## config.mk

```make
export PLATFORM = sky130hd
export DESIGN_NAME = ycbcr444_to_rgb888
export DESIGN_NICKNAME = d
export VERILOG_FILES = /design/src/rtl/ycbcr_pkg.sv /design/src/rtl/ycbcr444_to_rgb888_sat_u8.sv /design/src/rtl/ycbcr444_to_rgb888.sv
export SDC_FILE = /design/constraint.sdc
export NUM_CORES = 1
export LEC_CHECK = 0
export CORE_UTILIZATION = 45
export CTS_CLUSTER_SIZE = 25
export DETAILED_ROUTE_END_ITERATION = 10
export PLACE_DENSITY = 0.61
export SLEW_MARGIN = 0
export SYNTH_ARGS = -nofsm -noshare
export SYNTH_HDL_FRONTEND = slang
export SYNTH_SLANG_ARGS = --single-unit
```

## constraint.sdc

```tcl
create_clock -name i_sys_clk -period 5.17 [get_ports i_sys_clk]
set_clock_uncertainty 0.1 [all_clocks]
set_input_delay 0.7755 -clock i_sys_clk [delete_from_list [all_inputs] [get_ports i_sys_clk]]
set_output_delay 0.7755 -clock i_sys_clk [all_outputs]
set_load 0.005 [all_outputs]
```

## src/rtl/ycbcr_pkg.sv

```systemverilog
// Shared constants, types and helpers for the BT.601 full-range YCbCr444 -> RGB888 converter.
// Coefficients are scaled by 2^C_FRAC; all datapath arithmetic is signed.
package ycbcr_pkg;

    localparam int C_R_CR       = 359;
    localparam int C_G_CB       = 88;
    localparam int C_G_CR       = 183;
    localparam int C_B_CB       = 454;
    localparam int C_CHROMA_OFS = 128;
    localparam int C_RND        = 128;
    localparam int C_FRAC       = 8;
    localparam int LP_LAT       = 4;

    localparam int WD_ACC       = 20;
    localparam int WD_DLT       = 9;

    localparam int ERR_R        = 0;
    localparam int ERR_G        = 1;
    localparam int ERR_B        = 2;
    localparam int ERR_SYNC     = 3;
    localparam int ERR_USED     = 4;

    typedef logic signed [WD_ACC-1:0] acc_t;
    typedef logic signed [WD_DLT-1:0] dlt_t;

    typedef struct packed {
        acc_t r_cr;
        acc_t g_cb;
        acc_t g_cr;
        acc_t b_cb;
    } prod_t;

    function automatic dlt_t chroma_delta(input logic [7:0] c);
        return dlt_t'({1'b0, c}) - dlt_t'(C_CHROMA_OFS);
    endfunction

    function automatic acc_t mul_coef(input dlt_t d, input int coef);
        return acc_t'(d) * acc_t'(coef);
    endfunction

endpackage

```

## src/rtl/ycbcr444_to_rgb888_sat_u8.sv

```systemverilog
// Final stage helper: drops the fractional bits of a rounded fixed-point sum and
// saturates it into an unsigned 8-bit component, flagging whenever it had to clamp.
module sat_u8
    import ycbcr_pkg::*;
(
    input  logic signed [WD_ACC-1:0] sum_i,
    output logic        [7:0]        pix_o,
    output logic                     clamp_o
);

    logic signed [WD_ACC-1:0] shifted;

    always_comb begin
        shifted = sum_i >>> C_FRAC;
        pix_o   = shifted[7:0];
        clamp_o = 1'b0;
        if (shifted < 0) begin
            pix_o   = 8'h00;
            clamp_o = 1'b1;
        end else if (shifted > acc_t'(255)) begin
            pix_o   = 8'hFF;
            clamp_o = 1'b1;
        end
    end

endmodule

```

## src/rtl/ycbcr444_to_rgb888.sv

```systemverilog
// Four-stage YCbCr444 -> RGB888 converter (offset, multiply, sum, shift/clamp) with
// matched sync delay lines and sticky, set-dominant clamp/sync-protocol error flags.
module ycbcr444_to_rgb888
    import ycbcr_pkg::*;
#(
    parameter int MD_SIM_ABLE = 0,
    parameter int WD_IMG_DATA = 8,
    parameter int WD_ERR_INFO = 4
) (
    input  logic                   i_sys_clk,
    input  logic                   i_sys_resetn,
    input  logic                   s_img_ycbcr444_c_fsync,
    input  logic                   s_img_ycbcr444_c_vsync,
    input  logic                   s_img_ycbcr444_c_hsync,
    input  logic [WD_IMG_DATA-1:0] s_img_ycbcr444_y_mdat0,
    input  logic [WD_IMG_DATA-1:0] s_img_ycbcr444_b_mdat1,
    input  logic [WD_IMG_DATA-1:0] s_img_ycbcr444_r_mdat2,
    input  logic                   i_err_clr,
    output logic                   m_img_rgb888_c_fsync,
    output logic                   m_img_rgb888_c_vsync,
    output logic                   m_img_rgb888_c_hsync,
    output logic [WD_IMG_DATA-1:0] m_img_rgb888_r_mdat0,
    output logic [WD_IMG_DATA-1:0] m_img_rgb888_g_mdat1,
    output logic [WD_IMG_DATA-1:0] m_img_rgb888_b_mdat2,
    output logic [WD_ERR_INFO-1:0] m_err_ycbcr444_info1
);

    if (WD_IMG_DATA != 8 || WD_ERR_INFO < ERR_USED || MD_SIM_ABLE < 0) begin : g_param_check
        $error("ycbcr444_to_rgb888: unsupported parameter set");
    end

    acc_t                y1_q, y1_d;
    dlt_t                dcb_q, dcb_d;
    dlt_t                dcr_q, dcr_d;
    acc_t                y2_q;
    prod_t               prod_q, prod_d;
    acc_t                sum_r_q, sum_r_d;
    acc_t                sum_g_q, sum_g_d;
    acc_t                sum_b_q, sum_b_d;
    logic [7:0]          r_q, g_q, b_q;
    logic [LP_LAT-1:0]   fs_q, vs_q, hs_q;
    logic [ERR_USED-1:0] err_q, err_d;

    logic [7:0]          sat_r, sat_g, sat_b;
    logic                clamp_r, clamp_g, clamp_b;

    always_comb begin
        y1_d        = acc_t'(s_img_ycbcr444_y_mdat0) <<< C_FRAC;
        dcb_d       = chroma_delta(s_img_ycbcr444_b_mdat1);
        dcr_d       = chroma_delta(s_img_ycbcr444_r_mdat2);

        prod_d.r_cr = mul_coef(dcr_q, C_R_CR);
        prod_d.g_cb = mul_coef(dcb_q, C_G_CB);
        prod_d.g_cr = mul_coef(dcr_q, C_G_CR);
        prod_d.b_cb = mul_coef(dcb_q, C_B_CB);

        sum_r_d     = y2_q + prod_q.r_cr + acc_t'(C_RND);
        sum_g_d     = y2_q - prod_q.g_cb - prod_q.g_cr + acc_t'(C_RND);
        sum_b_d     = y2_q + prod_q.b_cb + acc_t'(C_RND);
    end

    sat_u8 u_sat_r (.sum_i(sum_r_q), .pix_o(sat_r), .clamp_o(clamp_r));
    sat_u8 u_sat_g (.sum_i(sum_g_q), .pix_o(sat_g), .clamp_o(clamp_g));
    sat_u8 u_sat_b (.sum_i(sum_b_q), .pix_o(sat_b), .clamp_o(clamp_b));

    // hs_q[LP_LAT-2] is the hsync travelling with the pixel now entering the clamp stage.
    always_comb begin
        err_d = i_err_clr ? '0 : err_q;
        if (hs_q[LP_LAT-2]) begin
            err_d[ERR_R] = err_d[ERR_R] | clamp_r;
            err_d[ERR_G] = err_d[ERR_G] | clamp_g;
            err_d[ERR_B] = err_d[ERR_B] | clamp_b;
        end
        err_d[ERR_SYNC] = err_d[ERR_SYNC] | (s_img_ycbcr444_c_hsync & ~s_img_ycbcr444_c_vsync);
    end

    always_ff @(posedge i_sys_clk or negedge i_sys_resetn) begin
        if (!i_sys_resetn) begin
            y1_q    <= '0;
            dcb_q   <= '0;
            dcr_q   <= '0;
            y2_q    <= '0;
            prod_q  <= '0;
            sum_r_q <= '0;
            sum_g_q <= '0;
            sum_b_q <= '0;
            r_q     <= '0;
            g_q     <= '0;
            b_q     <= '0;
            fs_q    <= '0;
            vs_q    <= '0;
            hs_q    <= '0;
            err_q   <= '0;
        end else begin
            y1_q    <= y1_d;
            dcb_q   <= dcb_d;
            dcr_q   <= dcr_d;
            y2_q    <= y1_q;
            prod_q  <= prod_d;
            sum_r_q <= sum_r_d;
            sum_g_q <= sum_g_d;
            sum_b_q <= sum_b_d;
            r_q     <= sat_r;
            g_q     <= sat_g;
            b_q     <= sat_b;
            fs_q    <= {fs_q[LP_LAT-2:0], s_img_ycbcr444_c_fsync};
            vs_q    <= {vs_q[LP_LAT-2:0], s_img_ycbcr444_c_vsync};
            hs_q    <= {hs_q[LP_LAT-2:0], s_img_ycbcr444_c_hsync};
            err_q   <= err_d;
        end
    end

    assign m_img_rgb888_c_fsync = fs_q[LP_LAT-1];
    assign m_img_rgb888_c_vsync = vs_q[LP_LAT-1];
    assign m_img_rgb888_c_hsync = hs_q[LP_LAT-1];
    assign m_img_rgb888_r_mdat0 = r_q;
    assign m_img_rgb888_g_mdat1 = g_q;
    assign m_img_rgb888_b_mdat2 = b_q;
    assign m_err_ycbcr444_info1 = WD_ERR_INFO'(err_q);

endmodule
```

Word level (Yosys, flattened, before mapping)
Cells that the tools add are included.
{ "op_classes": {"n_addsub": 9, "multipliers": 4, "magnitude_cmp": 6, "n_mux": 14, "bitwise_logic": 6} }
{ "ops": {"columns": ["operator", "n"], "rows": [
  ["20-bit by 9-bit adder with 20-bit output, second input constant", 3],
  ["8-bit 2-to-1 mux", 6],
  ["12-bit by 9-bit > comparator with 1-bit output, second input constant", 3],
  ["12-bit by 1-bit less-than comparator with 1-bit output, second input constant", 3],
  ["9-bit by 9-bit multiplier with 18-bit output, second input constant", 2],
  ["17-bit by 19-bit adder with 20-bit output", 1],
  ["17-bit by 20-bit adder with 20-bit output", 1],
  ["17-bit by 20-bit subtractor with 20-bit output", 1],
  ["20-bit by 18-bit subtractor with 20-bit output", 1],
  ["9-bit by 10-bit multiplier with 19-bit output, second input constant", 1],
  ["8-bit by 8-bit subtractor with 9-bit output, second input constant", 2],
  ["9-bit by 5-bit multiplier with 14-bit output, second input constant", 1],
  ["1-bit 2-to-1 mux", 6],
  ["4-bit 2-to-1 mux", 1],
  ["1-bit OR", 4],
  ["3-bit 2-to-1 mux", 1],
  ["1-bit AND", 1],
  ["1-bit NOT", 1]
]} }
{ "totals": {"ff_bits": 207, "inputBits": 30, "wordCells": 57} }

Longest topological paths before layout
Gate-level depths: netlist of the first run.
{ "depth": {"ltp_word": 5, "depth_mapped": 17, "mapped_depth_nobuf": 17} }

Hierarchy
From an unflattened synthesis of the first run, not the netlist that was laid out.
{ "unflattened": {"cells_unflattened": 1126, "hier_area_um2": 12331.8} }
{ "modules_own_cells": {"columns": ["module", "instances", "cells_each", "area_each_um2", "seq_area_each_um2"], "rows": [
  ["ycbcr444_to_rgb888", 1, 1063, 12016.5, 4854.7],
  ["sat_u8", 3, 21, 105.1, 0.0]
]} }

Least setup slack after synthesis of the first run
No wires, ideal clock.
{ "synth_timing": {"kind": "reg-to-reg", "startpoint": "reg dcr_q[7]", "endpoint": "reg prod_q[77] in the netlist's numbering", "arrival_time_ps": 4617, "path_slack_ps": 384, "stages_incl_launch_ff": 16, "n_path_buf": 1, "path_cell_list": "dfrtp_1 > clkbuf_1 > inv_1 > ha_1 > ha_1 > fa_1 > fa_1 > fa_1 > ha_1 > nand3_1 > nor2_1 > nand3_1 > o2111ai_1 > a31oi_1 > or4_1 > nand3_1"} }
{ "synth_rtl": {"columns": ["element", "line_no", "text"], "rows": [
  ["start, declared", "ycbcr444_to_rgb888.sv:34", "dlt_t dcr_q, dcr_d;"],
  ["start signal, assigned", "ycbcr444_to_rgb888.sv:97", "dcr_q <= dcr_d;"],
  ["end signal, assigned", "ycbcr444_to_rgb888.sv:99", "prod_q <= prod_d;"],
  ["end, declared", "ycbcr444_to_rgb888.sv:36", "prod_t prod_q, prod_d;"]
]} }

==> reports/metrics.yaml, run 1 <==
status: "finished clean"
fillers: 2185
ant_nets: 0
hpwl_mm: 16.1
crit_type: "reg2reg"
dr.pass1.iters: 4
ys.warnings.count: 0
p_switching_mw: 2.67
comb_power_share_pct: 52.3
sequentialPowerShare_pct: 27.7
finalHoldViolations: 0
cts_tree: "yes"
grt_pass1_wl_mm: 35.1
rsz0062_at_grt: "no"
critical_path_depth: 17
rows: 57
syn_inst: 1053
htree_levels: 4
synth_seq_cells: 164
synth_flop_cell: "dfrtp_1"
place_worst_setup_slack_ps: 516
synth_edf_count: 0
core_area_um2: 24300
cts_buffers: 17
syn_avg_cell_area_um2: 10.6
wirelength_mm: 20.2
tns_ps: 0
cellLeakagePower_nw: 6.41
holdPathStages: 0
cts_buffer_depth: 2
drt_iter0_drc: 238
drive_gt1_share_pct: 4.48
regArea_um2: 4100
endpoint_kind: "flop"
io_pins: 61
cp_data_arrival_time_ps: 4940
final_cells: 1463
peakVddDrop_mv: 0.263
viasPerCell: 4.79
antenna_cells: 0
tightest_slew_ps: 818
final_nets: 1404
ys_types: 56
cpMaxStageDelayCell: "dfrtp_1"
crit_chain: "inv_1 > ha_1 > inv_1 > fa_1 > inv_1 > fa_1 > inv_1 > fa_1 > fa_1 > ha_1 > nand3_1 > nor2_1 > nand3_1 > o2111ai_1 > a31oi_1 > or4_1 > nand3_1"
cts_root_buffer: "clkbuf_16"
dp.cells: 1431
powerDensity_nw_per_um2: 543
grt_antenna_before_repair: 0
die_w_um: 159
ff2ff_path_depth: 17
synth_fp_nets: 1331
insertion_delay_ps: 430
async_flop_share_pct: 100
synthToLayoutAreaGrowth_pct: 14.9
grt_usage_pct: 17.3
clk_pin_slew_ps: 70
max_clock_freq_ghz: 0.213
cp-start-kind: "flop"
portBuffers: 60
multiInputGateArea_um2: 6260
post-route-period-util_pct: 90.7
min_period_ps: 4690
hold_class: "reg2reg"
drv_slew: 0
setup_violations: 0
grt_pass1_vias: 7096
vias: 7004
switching_share_pct: 38.4
p_int_mw: 4.28
die_h_um: 159
cts_setup_buffers: 0
critPathBufInv: 4
grt_max_degree: 97
synth_seq_area_share_pct: 36.8
cp_max_fo: 8
wl_per_cell_um: 13.8
place_congestion: 0.885
cp_slowest_stage_delay_ps: 570
start_util_pct: 45.9
synth_area_um2: 11200
maxSlewHeadroom_pct: 45.5
cp_data_required_time_ps: 5430
setup_ws_ps: 482
cts_hold_buf: 0
grt_overflow: 0
die_area_um2: 25400
clkPwrFrac_pct: 20.1
cpLargestDelayFamily: "adder cells"
cts_resized: 0
clock-sinks: 164
drc: 0
cap_violations: 0
[layout make-up]
class / count / share of cell area, %
Multi-Input combinational cell: 679 / 48.9
Sequential cell: 164 / 32.0
Inverter: 196 / 5.74
Timing Repair Buffer: 68 / 5.16
Clock buffer: 19 / 3.46
Tap cell: 324 / 3.16
Clock inverter: 13 / 1.58
[logic make-up (layout without fill, tap and decap cells)]
group / count (synthesis) / in the layout / synth area share [%]
xor+xnor: 81 / 81 / 6.36
mux: 4 / 4 / 0.359
buf+inv: 210 / 296 / 7.07
fa+ha+maj: 248 / 248 / 32.5
flops: 164 / 164 / 36.8
compound gates: 153 / 153 / 9.13
simple gates: 193 / 193 / 7.84
[cell usage in the layout, fill, tap and decap left out, types with 8 or more instances in the layout]
master | netlist | layout
buf_4 | 0 | 8
a21o_1 | 15 | 15
o21ai_1 | 16 | 16
o21ai_0 | 17 | 17
xor2_1 | 14 | 14
clkdlybuf4s50_1 | 0 | 59
fa_1 | 69 | 69
nand2b_1 | 8 | 8
nand3_1 | 10 | 10
inv_1 | 196 | 196
clkbuf_16 | 0 | 17
a21oi_1 | 38 | 38
nor2_1 | 96 | 96
nor2b_1 | 12 | 12
xnor2_1 | 67 | 67
nand2_1 | 30 | 30
dfrtp_1 | 164 | 164
nor3_1 | 14 | 14
ha_1 | 179 | 179
[cell usage after synthesis, types with 8 or more instances]
library cell	number	area share (%)
inv_1	196	6.6
ha_1	179	20
dfrtp_1	164	37
nor2_1	96	3.2
fa_1	69	12
xnor2_1	67	5.3
a21oi_1	38	1.7
nand2_1	30	1.0
o21ai_0	17	0.76
o21ai_1	16	0.72
a21o_1	15	1.0
clkbuf_1	14	0.47
nor3_1	14	0.63
xor2_1	14	1.1
nor2b_1	12	0.67
nand3_1	10	0.45
nand2b_1	8	0.45
[worst register-to-register path: stages, from the launching register on]
cell and delay [ps]:
dfrtp_1 570, inv_1 90, ha_1 280, inv_1 90
fa_1 510, inv_1 50, fa_1 470, inv_1 60
fa_1 440, fa_1 390, ha_1 340, nand3_1 100
nor2_1 130, nand3_1 100, o2111ai_1 170, a31oi_1 230
or4_1 430, nand3_1 80
[power by group through the flow]
stage | registers, mW | logic (mW) | clock network [mW]
6_report | 1.92 | 3.64 | 1.39
5_1_grt | 1.97 | 4.13 | 1.49
4_1_cts | 1.93 | 3.65 | 1.43
3_5_place_dp | 1.96 | 3.61 | 0
3_3_place_gp | 1.95 | 3.57 | 0
2_1_floorplan | 1.91 | 2.74 | 0
[state kept, by name, indices dropped and copies added, names as in the netlist]
signal / count
prod_q: 56
sum_b_q: 12
sum_g_q: 12
sum_r_q: 12
dcb_q: 8
dcr_q: 8
m_img_rgb888_b_mdat2: 8
m_img_rgb888_g_mdat1: 8
m_img_rgb888_r_mdat0: 8
y1_q: 8
y2_q: 8
fs_q: 4
hs_q: 4
m_err_ycbcr444_info1: 4
vs_q: 4
[metal layers]
layer / global-route usage [%] / wire length (um) / vias to the layer above
met5: 0 / 0 / -
met4: 5.77 / 441 / 0
met3: 2.58 / 661 / 27
met2: 26.6 / 8840 / 126
met1: 25.1 / 10200 / 3287
li1: - / - / 3564
[through the flow]
step	instance area, um2	util [%]	power, mW	hold WS (ps)
after CTS	12800	52.7	7.02	244
after floorplan	11200	-	4.65	231
after global placement	12200	50.0	5.52	233
after global routing	12800	52.7	7.60	254
after detailed placement	12200	50.0	5.57	235
final	12800	52.7	6.95	247
[final timing paths]
kind                               startpoint                   end  slack [ps]
hold / removal             y1_q[15]$_DFF_PN0_    y2_q[15]$_DFF_PN0_         250
min in group asynchronous        i_sys_resetn     fs_q[3]$_DFF_PN0_         320
hold reg to reg            y1_q[15]$_DFF_PN0_    y2_q[15]$_DFF_PN0_         250
setup / recovery           dcr_q[1]$_DFF_PN0_  prod_q[77]$_DFF_PN0_         480
setup reg to reg           dcr_q[1]$_DFF_PN0_  prod_q[77]$_DFF_PN0_         480
max in group asynchronous        i_sys_resetn  prod_q[21]$_DFF_PN0_        3650
Note: power is estimated with default switching activity, not from simulation.
==> inputs of run 2 (changes only) <==
CTS_CLUSTER_SIZE = 28   (was 25)
SLEW_MARGIN = not set   (was 0)
==> results of run 2 <==
Same layout as run 1: the final DEF is identical, and so are final timing and power.
